[src/rtl/spi_dda_pkg.sv]
// Shared constants and FSM state type for the DDA SPI host.
package spi_dda_pkg;

  localparam int unsigned FRAME_W  = 32;
  localparam int unsigned HALF_MIN = 4;
  localparam int unsigned GAP_MIN  = 4;

  typedef enum logic [2:0] {
    StIdle,
    StLead,
    StShift,
    StTrail,
    StGap
  } state_e;

endpackage

[src/rtl/spi_clk_div.sv]
// Interval tick generator: counts 0..limit_i and pulses tick_o on the last count.
module spi_clk_div #(
  parameter int unsigned CntW = 4
) (
  input  logic            clk,
  input  logic            rst_n,
  input  logic            clr_i,
  input  logic [CntW-1:0] limit_i,
  output logic            tick_o
);

  logic [CntW-1:0] cnt_q, cnt_d;

  assign tick_o = !clr_i && (cnt_q == limit_i);

  always_comb begin
    cnt_d = cnt_q + CntW'(1);
    if (clr_i || tick_o) begin
      cnt_d = '0;
    end
  end

  always_ff @(posedge clk) begin
    if (!rst_n) begin
      cnt_q <= '0;
    end else begin
      cnt_q <= cnt_d;
    end
  end

endmodule

[src/rtl/spi_dda_host.sv]
// Mode-0 SPI host for the DDA peripheral: one 32-bit frame per start, MSB first,
// command out on MOSI and {x, y} state word captured from MISO.
module spi_dda_host
  import spi_dda_pkg::*;
#(
  parameter int unsigned HALF = 8,
  parameter int unsigned GAP  = 16
) (
  input  logic               clk,
  input  logic               rst_n,
  input  logic               start_i,
  input  logic [FRAME_W-1:0] tx_data_i,
  output logic               busy_o,
  output logic               done_o,
  output logic [FRAME_W-1:0] rx_data_o,
  output logic               cs_n_o,
  output logic               sclk_o,
  output logic               mosi_o,
  input  logic               miso_i
);

  localparam int unsigned CntMax = (HALF > GAP) ? HALF : GAP;
  localparam int unsigned CntW   = $clog2(CntMax);

  if (HALF < HALF_MIN) begin : g_half_chk
    $fatal(1, "spi_dda_host: HALF below HALF_MIN");
  end
  if (GAP < GAP_MIN) begin : g_gap_chk
    $fatal(1, "spi_dda_host: GAP below GAP_MIN");
  end

  state_e state_q, state_d;

  logic               cs_n_q, cs_n_d;
  logic               sclk_q, sclk_d;
  logic               mosi_q, mosi_d;
  logic               done_q, done_d;
  logic [FRAME_W-1:0] rx_data_q, rx_data_d;
  logic [FRAME_W-1:0] tx_shift_q, tx_shift_d;
  logic [FRAME_W-1:0] rx_shift_q, rx_shift_d;
  logic [5:0]         bit_cnt_q, bit_cnt_d;
  logic               miso_meta_q, miso_sync_q;

  logic            tick;
  logic [CntW-1:0] limit;
  logic            rise, fall, last_bit;

  // The divider sits cleared in IDLE so LEAD always starts from count 0.
  assign limit = (state_q == StGap) ? CntW'(GAP - 1) : CntW'(HALF - 1);

  spi_clk_div #(
    .CntW(CntW)
  ) u_clk_div (
    .clk    (clk),
    .rst_n  (rst_n),
    .clr_i  (state_q == StIdle),
    .limit_i(limit),
    .tick_o (tick)
  );

  assign last_bit = (bit_cnt_q == 6'd31);
  assign rise     = tick && ((state_q == StLead) || (state_q == StShift && !sclk_q));
  assign fall     = tick && (state_q == StShift) && sclk_q;

  always_ff @(posedge clk) begin
    if (!rst_n) begin
      state_q <= StIdle;
    end else begin
      state_q <= state_d;
    end
  end

  always_comb begin
    state_d = state_q;
    unique case (state_q)
      StIdle:  if (start_i) state_d = StLead;
      StLead:  if (tick) state_d = StShift;
      StShift: if (fall && last_bit) state_d = StTrail;
      StTrail: if (tick) state_d = StGap;
      StGap:   if (tick) state_d = StIdle;
      default: state_d = StIdle;
    endcase
  end

  always_comb begin
    cs_n_d     = cs_n_q;
    sclk_d     = sclk_q;
    mosi_d     = mosi_q;
    done_d     = 1'b0;
    rx_data_d  = rx_data_q;
    tx_shift_d = tx_shift_q;
    rx_shift_d = rx_shift_q;
    bit_cnt_d  = bit_cnt_q;
    if (state_q == StIdle) begin
      bit_cnt_d = '0;
      if (start_i) begin
        tx_shift_d = tx_data_i;
        mosi_d     = tx_data_i[FRAME_W-1];
        cs_n_d     = 1'b0;
      end
    end
    if (rise) begin
      sclk_d     = 1'b1;
      rx_shift_d = {rx_shift_q[FRAME_W-2:0], miso_sync_q};
    end
    if (fall) begin
      sclk_d     = 1'b0;
      bit_cnt_d  = bit_cnt_q + 6'd1;
      tx_shift_d = tx_shift_q << 1;
      // The final bit stays on MOSI until the frame is fully retired.
      if (!last_bit) begin
        mosi_d = tx_shift_q[FRAME_W-2];
      end
    end
    if (state_q == StTrail && tick) begin
      cs_n_d    = 1'b1;
      done_d    = 1'b1;
      rx_data_d = rx_shift_q;
    end
    if (state_q == StGap && tick) begin
      mosi_d = 1'b0;
    end
  end

  always_ff @(posedge clk) begin
    if (!rst_n) begin
      cs_n_q      <= 1'b1;
      sclk_q      <= 1'b0;
      mosi_q      <= 1'b0;
      done_q      <= 1'b0;
      rx_data_q   <= '0;
      tx_shift_q  <= '0;
      rx_shift_q  <= '0;
      bit_cnt_q   <= '0;
      miso_meta_q <= 1'b0;
      miso_sync_q <= 1'b0;
    end else begin
      cs_n_q      <= cs_n_d;
      sclk_q      <= sclk_d;
      mosi_q      <= mosi_d;
      done_q      <= done_d;
      rx_data_q   <= rx_data_d;
      tx_shift_q  <= tx_shift_d;
      rx_shift_q  <= rx_shift_d;
      bit_cnt_q   <= bit_cnt_d;
      miso_meta_q <= miso_i;
      miso_sync_q <= miso_meta_q;
    end
  end

  assign busy_o    = (state_q != StIdle);
  assign done_o    = done_q;
  assign rx_data_o = rx_data_q;
  assign cs_n_o    = cs_n_q;
  assign sclk_o    = sclk_q;
  assign mosi_o    = mosi_q;

endmodule

[config.mk]
export PLATFORM = sky130hd
export DESIGN_NAME = spi_dda_host
export DESIGN_NICKNAME = d
export VERILOG_FILES = /design/src/rtl/spi_dda_pkg.sv /design/src/rtl/spi_clk_div.sv /design/src/rtl/spi_dda_host.sv
export SDC_FILE = /design/constraint.sdc
export NUM_CORES = 1
export LEC_CHECK = 0
export BUFFER_PORTS_ARGS = -buffer_cell sky130_fd_sc_hd__buf_2
export CORE_ASPECT_RATIO = 1.25
export CORE_UTILIZATION = 50
export CTS_CLUSTER_SIZE = 12
export DETAILED_ROUTE_END_ITERATION = 12
export PLACE_DENSITY_LB_ADDON = 0.05
export SLEW_MARGIN = 25
export SYNTH_ARGS = -nofsm -noshare
export SYNTH_HDL_FRONTEND = slang
export SYNTH_SLANG_ARGS = --single-unit
[constraint.sdc]
create_clock -name clk -period 3.08 [get_ports clk]
set_input_delay 0.154 -clock clk [delete_from_list [all_inputs] [get_ports clk]]
set_output_delay 0.154 -clock clk [all_outputs]
set_load 0.02 [all_outputs]
==> impl_metrics.tcl, run 1 <==
set metrics [dict create \
    synth_top_area_frac 0.499 \
    cellPowerDensity_nw_per_um2 627 \
    rrSetupSlack_ns 0.83 \
    syn_avg_cell_area_sq_um 8.82 \
    ys_seq_elements 114 \
    ys.flop_type "dfxtp_1" \
    tightest_slew_ns 0.758 \
    synth_top_family_by_area "simple AND/OR/NAND/NOR gates" \
    grt_pass1_wl_mm 15.4 \
    setup-violations-final 0 \
    die-height_um 109 \
    cts_htree_levels 4 \
    area_delta_synth_final_pct 25.1 \
    timing.rr.end "mosi_o" \
    p_total_w 0.00359 \
    rsz0062_at_grt "no" \
    fin_crit_ns 2.25 \
    clk_pin_slew_worst_paths_ns 0.05 \
    worst_slack_ns 0.833 \
    place_ws_ns 0.848 \
    ys_seq_area_frac 0.499 \
    maxCapViolCount 0 \
    max_freq_ghz 0.445 \
    io_buffers 72 \
    layout-drive-gt1-share 0.204 \
    relSlewSlack 0.494 \
    syn_inst 519 \
    antenna_found_initial 0 \
    grt_pass1_vias 3544 \
    critPathCaptureType "flip-flop" \
    hold_path_depth 3 \
    drtPass1Iterations 4 \
    cts_buffers 17 \
    slew_viol_final 0 \
    crit_fanout 37 \
    grt_usage 0.208 \
    async_flop_share 0 \
    yosys-top-cells-area "dfxtp_1, nand2_1, mux2i_1, nand3_1, a21oi_1" \
    yosys_warnings 0 \
    synthSimpleGateAreaFrac 0.203 \
    drt-initial-drc-count 139 \
    synthAdderAreaFrac 0.00547 \
    r2r_cells 6 \
    min-delay-start "tx_data_i[25]" \
    synthMuxAreaShare 0.0700 \
    place_inst 674 \
    cp.arrival_ns 2.68 \
    detail-route-antenna-nets 0 \
    vias 3772 \
    yosysTopAreaCell "dfxtp_1" \
    regToRegStartpoint "u_clk_div.cnt_q[0]" \
    synth_compound_area_frac 0.161 \
    clk_latency_ns 0.51 \
    status "completed" \
    finalNonFillerCells 729 \
    hold_viol 0 \
    hpwl_mm 5.47 \
    crit_type "reg2reg" \
    cp.required_ns 3.52 \
    holdPathEnd "tx_shift_q[25]" \
    skew_ns 0.00518 \
    syn_area_sq_um 4580 \
    yosysUniqueCellTypes 43 \
    period_share 0.730 \
    io-pin-count 73 \
    peakVddDrop_uv 403 \
    nets 636 \
    cts_buffer_depth 2 \
    fp-row-count 38 \
    die_x_um 87.6 \
    cts_tree "done" \
    synth_edf_count 0 \
    gp_congestion 0.722 \
    hp-class "in2reg" \
    p_leak_nw 2.32 \
    grt_overflow_total 0 \
    cts-root-buf "clkbuf_8" \
    core_area_sq_um 8800 \
    dieArea_sq_um 9540 \
    drcViolationCount 0 \
    initial_core_util 0.520 \
    crit_start "u_clk_div.cnt_q[0]" \
    ctsResizeCount 0 \
    syn_nets 557 \
    cp-start-kind "flip-flop" \
    routed_via_density 5.17 \
    grt_max_degree 66 \
    avgRoutedWirePerCell_um 12.5 \
    num_antenna_cells 0 \
    post_cts_buffers 0 \
    tns_ns 0 \
    wl_mm 9.15 \
    synth_xor_area_frac 0.00574 \
    clock_sinks 114 \
]
## synthesized netlist by cell type (2+ instances only)
cell type,instances
dfxtp_1,114
nand2_1,104
nand3_1,40
a21oi_1,37
nor2_1,34
o21ai_1,34
mux2i_1,32
a211oi_1,16
clkbuf_1,16
buf_2,13
a211oi_2,12
buf_4,10
o21ai_0,6
nor3_1,5
and3_1,4
buf_6,4
nor2b_1,3
nor3b_1,3
xor2_1,3
and2_1,2
buf_1,2
ha_1,2
o2111ai_1,2
o21a_1,2
## flip-flops by register name (all words and copies together) (netlist names), 3 cells and up
signal	cells
tx_shift_q	31
bit_cnt_q	6
rx_shift_q	32
u_clk_div.cnt_q	4
rx_data_o	32
state_q	3
## layout by cell type, fill, tap and decap left out, drive strengths merged, types with 2 or more instances in the layout
cell / n
mux2i: 32
bufinv: 2
nor2: 34
clkinv: 3
and2: 2
and3: 4
nor3: 5
nand2: 104
nor3b: 3
ha: 2
o21a: 2
dlygate4sd3: 25
o21ai: 40
dfxtp: 114
a211oi: 28
nor2b: 3
buf: 80
xor2: 3
o2111ai: 2
clkbuf: 25
inv: 2
nand3: 42
a21oi: 37
## power breakdown
group	switching, W	internal, W
sequential	0.0000194	0.00151
clock	0.000625	0.00124
combinational	0.0000920	0.0000958
## layer usage
layer / vias up / track usage / wire length (um)
met1: 1742 / 0.239 / 4100
met4: 0 / 0.102 / 133
li1: 1950 / - / -
met3: 12 / 0.0545 / 331
met5: - / 0 / 0
met2: 68 / 0.357 / 4580
## cell type report
class | instances | area (sq um)
Fill cell | 771 | 3070
Multi-Input combinational cell | 358 | 2040
Tap cell | 120 | 150
Inverter | 2 | 7.51
Clock inverter | 5 | 75.1
Timing Repair Buffer | 105 | 671
Clock buffer | 25 | 494
Sequential cell | 114 | 2280
## worst max-delay path by stage
stage | to | slack [ns] | cells past startpoint
finish | mosi_o | 0.83 | 6
global route | mosi_o | 0.67 | 6
CTS | mosi_o | 0.82 | 6
detailed placement | mosi_o | 0.85 | 6
global placement | mosi_o | 0.91 | 6
floorplan | tx_shift_q[22] | 1.49 | 7
## stage by stage
| stage | cell area, sq um | utilization | hold WS [ns] |
|---|---|---|---|
| after floorplan | 4580 | - | 0.281 |
| after global placement | 4900 | 0.558 | 0.372 |
| after detailed placement | 4900 | 0.558 | 0.373 |
| after CTS | 5720 | 0.651 | 0.000315 |
| after global routing | 5720 | 0.651 | 0.0207 |
| final | 5720 | 0.651 | 0.0221 |
## worst max-delay path: stages (launching register included)
cell,delay [ns]
dfxtp_1,0.35
ha_1,0.26
and4bb_1,0.41
nand3_4,0.38
buf_4,0.40
o21a_1,0.22
nor3_1,0.15
## cell families (layout without fill, tap and decap cells)
group                      after synthesis  count (layout)
buffers and inverters                   47             137
adders and majority gates                2               2
xor gates and xnor gates                 3               3
muxes                                   32              32
and+or+nand+nor                        206             206
DFF                                    114             114
AOI/OAI and AO/OA                      115             115
## repair_timing
item | 4_1_cts | 5_1_grt
hold buffers | 25 | 0
endpoints found under the hold margin | 25 | 0
setup endpoints to repair | 0 | 0
No activity file was read; power rests on OpenSTA's default activity.
==> run 2, diff against run 1 <==
==> constraint.sdc (replaced) <==
create_clock -name clk -period 2.1 [get_ports clk]
set_input_delay 0.105 -clock clk [delete_from_list [all_inputs] [get_ports clk]]
set_output_delay 0.105 -clock clk [all_outputs]
set_load 0.02 [all_outputs]
==> impl_metrics.tcl, run 2 (same netlist as run 1, synthesis figures left out) <==
set metrics [dict create \
    crit_type "reg2reg" \
    p_sw_w 0.00106 \
    fillerInstances 758 \
    grt_usage 0.206 \
    cp-start-kind "flip-flop" \
    max_freq_ghz 0.540 \
    setup-violations-final 0 \
    clock_sinks 114 \
    skew_ns 0.00557 \
    avgRoutedWirePerCell_um 12.4 \
    initial_core_util 0.520 \
    place_ws_ns 0.268 \
    cts_buffers 17 \
    final_util 0.667 \
    cts_buffer_depth 2 \
    dieArea_sq_um 9540 \
    crit_fanout 28 \
    io_buffers 72 \
    nets 646 \
    r2r_cells 6 \
    post_cts_buffers 0 \
    die-height_um 109 \
    tightest_slew_ns 0.729 \
    drtPass1Iterations 4 \
    drt-initial-drc-count 152 \
    clk_pin_slew_worst_paths_ns 0.05 \
    grt_pass1_vias 3463 \
    period_share 0.882 \
    fin_crit_ns 1.85 \
    grt_pass1_wl_mm 15.2 \
    clk_latency_ns 0.50 \
    hpwl_mm 5.35 \
    grt_overflow_total 0 \
    num_antenna_cells 0 \
    p_leak_nw 2.38 \
    peakVddDrop_uv 577 \
    p_comb_frac 0.055 \
    core_area_sq_um 8800 \
    grt_max_degree 81 \
    area_delta_synth_final_pct 28.1 \
    relSlewSlack 0.514 \
    tns_ns 0 \
    final_common_cell "dfxtp_1" \
    antenna_found_initial 0 \
    maxCapViolCount 0 \
    fp-row-count 38 \
    drcViolationCount 0 \
    internal_power_w 0.00417 \
    cp.required_ns 2.48 \
    cts_tree "done" \
    final_cell_mix "dfxtp_1, nand2_1, buf_2, nand3_1, a21oi_1" \
    die_x_um 87.6 \
    power_frac_clock 0.516 \
    cts-root-buf "clkbuf_8" \
    rsz0062_at_grt "no" \
    detail-route-antenna-nets 0 \
    slew_viol_final 0 \
    wl_mm 9.18 \
    vias 3774 \
    routed_via_density 5.10 \
    cp.arrival_ns 2.23 \
    io-pin-count 73 \
    gp_congestion 0.719 \
    layout-drive-gt1-share 0.202 \
    status "completed" \
    hp-class "in2reg" \
    worst_slack_ns 0.247 \
    hold_path_depth 4 \
    cellPowerDensity_nw_per_um2 892 \
    critPathCaptureType "flip-flop" \
    cts_htree_levels 4 \
    hold_viol 0 \
    swShare 0.203 \
    p_seq_frac 0.429 \
]
## run 2: changes by cell type in the layout (fill, tap and decap cells not counted)
cell	before	now
buf_12	0	4
buf_4	8	6
clkbuf_1	3	5
clkbuf_8	6	5
dlygate4sd3_1	25	33
## run 2: worst max-delay path: stages, from the launching register on
cell and delay (ns):
dfxtp_1 0.35, ha_1 0.25, and4bb_1 0.41, nand3_4 0.13
buf_4 0.27, o2111ai_1 0.22, o41ai_1 0.09
## run 2: repair_timing
| action | CTS | global route |
|---|---|---|
| resized for setup | 0 | 0 |
| hold buffers | 33 | 0 |
| hold endpoints to repair | 33 | 0 |
## run 2: worst paths after layout
kind                                     end  slack (ns)               start
worst min register to register   miso_sync_q        0.43         miso_meta_q
worst max register to register  bit_cnt_q[5]        0.25  u_clk_div.cnt_q[0]
worst min-delay path                  mosi_o        0.03       tx_data_i[31]
worst max-delay path            bit_cnt_q[5]        0.25  u_clk_div.cnt_q[0]
## run 2: stage by stage
| stage | area [sq um] | cells | hold WS, ns | power (W) |
|---|---|---|---|---|
| final | 5860 | 740 | 0.0326 | 0.00523 |
| after global routing | 5860 | 740 | 0.0674 | 0.00543 |
| after CTS | 5860 | 740 | 0.0104 | 0.00528 |
| after detailed placement | 4970 | 676 | 0.322 | 0.00253 |
| after global placement | 4970 | 676 | 0.320 | 0.00252 |
| after floorplan | 4580 | 519 | 0.232 | 0.00247 |
## run 2: final cells by class
cell class	count	area (sq um)	share of cell area
Sequential cell	114	2280	0.389
Inverter	2	7.51	0.00128
Multi-Input combinational cell	358	2040	0.349
Clock buffer	26	488	0.0832
Clock inverter	5	75.1	0.0128
Tap cell	120	150	0.0256
Timing Repair Buffer	115	816	0.139
## run 2: layer usage
metal,up-vias,global-route usage,share of wire
met3,11,0.0651,0.034
met2,62,0.351,0.50
li1,1962,-,-
met5,-,0,0
met1,1739,0.237,0.45
met4,0,0.0843,0.015
## run 2: power by group through the flow
stage	Clock, W	Sequential, W	Combinational (W)
floorplan	0	0.00228	0.000185
detailed placement	0	0.00229	0.000241
global route	0.00287	0.00225	0.000319
global placement	0	0.00229	0.000238
CTS	0.00275	0.00224	0.000290
finish	0.00270	0.00224	0.000288
==> run 3, diff against run 2 <==
--- a/config.mk
+++ b/config.mk
@@ -11,6 +11,7 @@
 export CTS_CLUSTER_SIZE = 12
 export DETAILED_ROUTE_END_ITERATION = 12
 export PLACE_DENSITY_LB_ADDON = 0.05
+export REMOVE_ABC_BUFFERS = 1
 export SLEW_MARGIN = 25
 export SYNTH_ARGS = -nofsm -noshare
 export SYNTH_HDL_FRONTEND = slang
==> impl_metrics.tcl, run 3 (same netlist as run 1, synthesis figures left out) <==
set metrics [dict create \
    vias 3766 \
    fin_crit_ns 1.87 \
    drcViolationCount 0 \
    place_ws_ns 0.246 \
    avgRoutedWirePerCell_um 12.8 \
    cts_buffers 17 \
    clock_sinks 114 \
    crit_slowest_cell "and4bb_1" \
    tightest_slew_ns 0.537 \
    placed_area_sq_um 4990 \
    cts_tree "done" \
    cts_buffer_depth 2 \
    fillerInstances 749 \
    grt_pass1_vias 3561 \
    grt_usage 0.214 \
    stdcell_area_sq_um 5960 \
    clk_pin_slew_worst_paths_ns 0.05 \
    cp_cell_sequence "ha_1 > and4bb_1 > nand3_4 > buf_4 > o21a_1 > nor3_1" \
    final_util 0.677 \
    p_leak_nw 2.42 \
    io_buffers 72 \
    maxCapViolCount 0 \
    clk_latency_ns 0.50 \
    max_freq_ghz 0.534 \
    die_x_um 87.6 \
    final_cell_mix "dfxtp_1, nand2_1, buf_2, nand3_1, a21oi_1" \
    initial_core_util 0.520 \
    cp_slowest_stage_delay_ns 0.42 \
    antenna_found_initial 0 \
    hold_viol 0 \
    routed_via_density 5.09 \
    area_delta_synth_final_pct 30.2 \
    drt-initial-drc-count 150 \
    cts_htree_levels 4 \
    skew_ns 0.0106 \
    worst_slack_ns 0.227 \
    cellPowerDensity_nw_per_um2 940 \
    final_common_cell "dfxtp_1" \
    nets 647 \
    crit_type "reg2reg" \
    layout-drive-gt1-share 0.210 \
    hpwl_mm 5.63 \
    hp-class "in2reg" \
    dieArea_sq_um 9540 \
    period_share 0.892 \
    peakVddDrop_uv 738 \
    status "completed" \
    fp-row-count 38 \
    die-height_um 109 \
    wl_mm 9.45 \
    relSlewSlack 0.642 \
    io-pin-count 73 \
    grt_pass1_wl_mm 15.8 \
    critPathCaptureType "flip-flop" \
    core_area_sq_um 8800 \
    slew_viol_final 0 \
    detail-route-antenna-nets 0 \
    crit_fanout 22 \
    drtPass1Iterations 4 \
    cts-root-buf "clkbuf_8" \
    cp.arrival_ns 2.30 \
    gp_congestion 0.744 \
    grt_max_degree 81 \
    p_total_w 0.00560 \
    num_antenna_cells 0 \
    cp.required_ns 2.52 \
    rsz0062_at_grt "no" \
    setup-violations-final 0 \
    cp-start-kind "flip-flop" \
    grt_overflow_total 0 \
    tns_ns 0 \
    post_cts_buffers 0 \
]
-- run 3: cell count changes in the layout (fill, tap and decap cells not counted), sizes merged --
cell / before / now
bufinv: 2 / 5
clkinvlp: 0 / 1
clkbuf: 26 / 20
buf: 82 / 83
clkinv: 3 / 4
-- run 3: worst max-delay path: cells and delay by family (launching register included) --
| kind | cells | cell delay [ns] |
|---|---|---|
| and+or+nand+nor | 3 | 0.73 |
| buffers and inverters | 1 | 0.27 |
| adders and majority gates | 1 | 0.24 |
| DFF | 1 | 0.35 |
| AOI/OAI and AO/OA | 1 | 0.21 |
-- run 3: metal layers --
metal	global-route usage	up-vias	wire, um
met5	0	-	0
met4	0.0679	0	89
met3	0.0659	10	353
met2	0.377	68	4700
met1	0.245	1713	4310
li1	-	1975	-
-- run 3: layout make-up --
| type | instances | area (sq um) | share of cell area |
|---|---|---|---|
| multi-input cells | 358 | 2040 | 0.343 |
| clock buffers | 20 | 455 | 0.0765 |
| inverters | 2 | 7.51 | 0.00126 |
| well taps | 120 | 150 | 0.0252 |
| repair buffers | 116 | 836 | 0.140 |
| flip-flops and latches | 114 | 2280 | 0.383 |
| clock inverters | 10 | 181 | 0.0305 |
-- run 3: repair_timing --
action / 4_1_cts / 5_1_grt
endpoints found under the hold margin: 33 / 0
gates resized for setup: 0 / 0
hold buffers: 33 / 0
-- run 3: worst paths after layout --
check	start	to	slack [ns]	depth (start not counted)
setup reg to reg	u_clk_div.cnt_q[0]	mosi_o	0.23	6
setup / recovery	u_clk_div.cnt_q[0]	mosi_o	0.23	6
hold reg to reg	miso_meta_q	miso_sync_q	0.44	1
hold / removal	tx_data_i[31]	mosi_o	0.04	4
-- run 3: stage by stage --
step | hold slack, ns | std cells
floorplan | 0.177 | 474
global placement | 0.313 | 677
detailed placement | 0.317 | 677
CTS | 0.0148 | 740
global route | 0.0612 | 740
finish | 0.0382 | 740
-- run 3: report_power, final --
group          switching, W  internal, W
logic              0.000138     0.000156
clock network      0.000941      0.00212
registers         0.0000291      0.00221
total               0.00111      0.00449
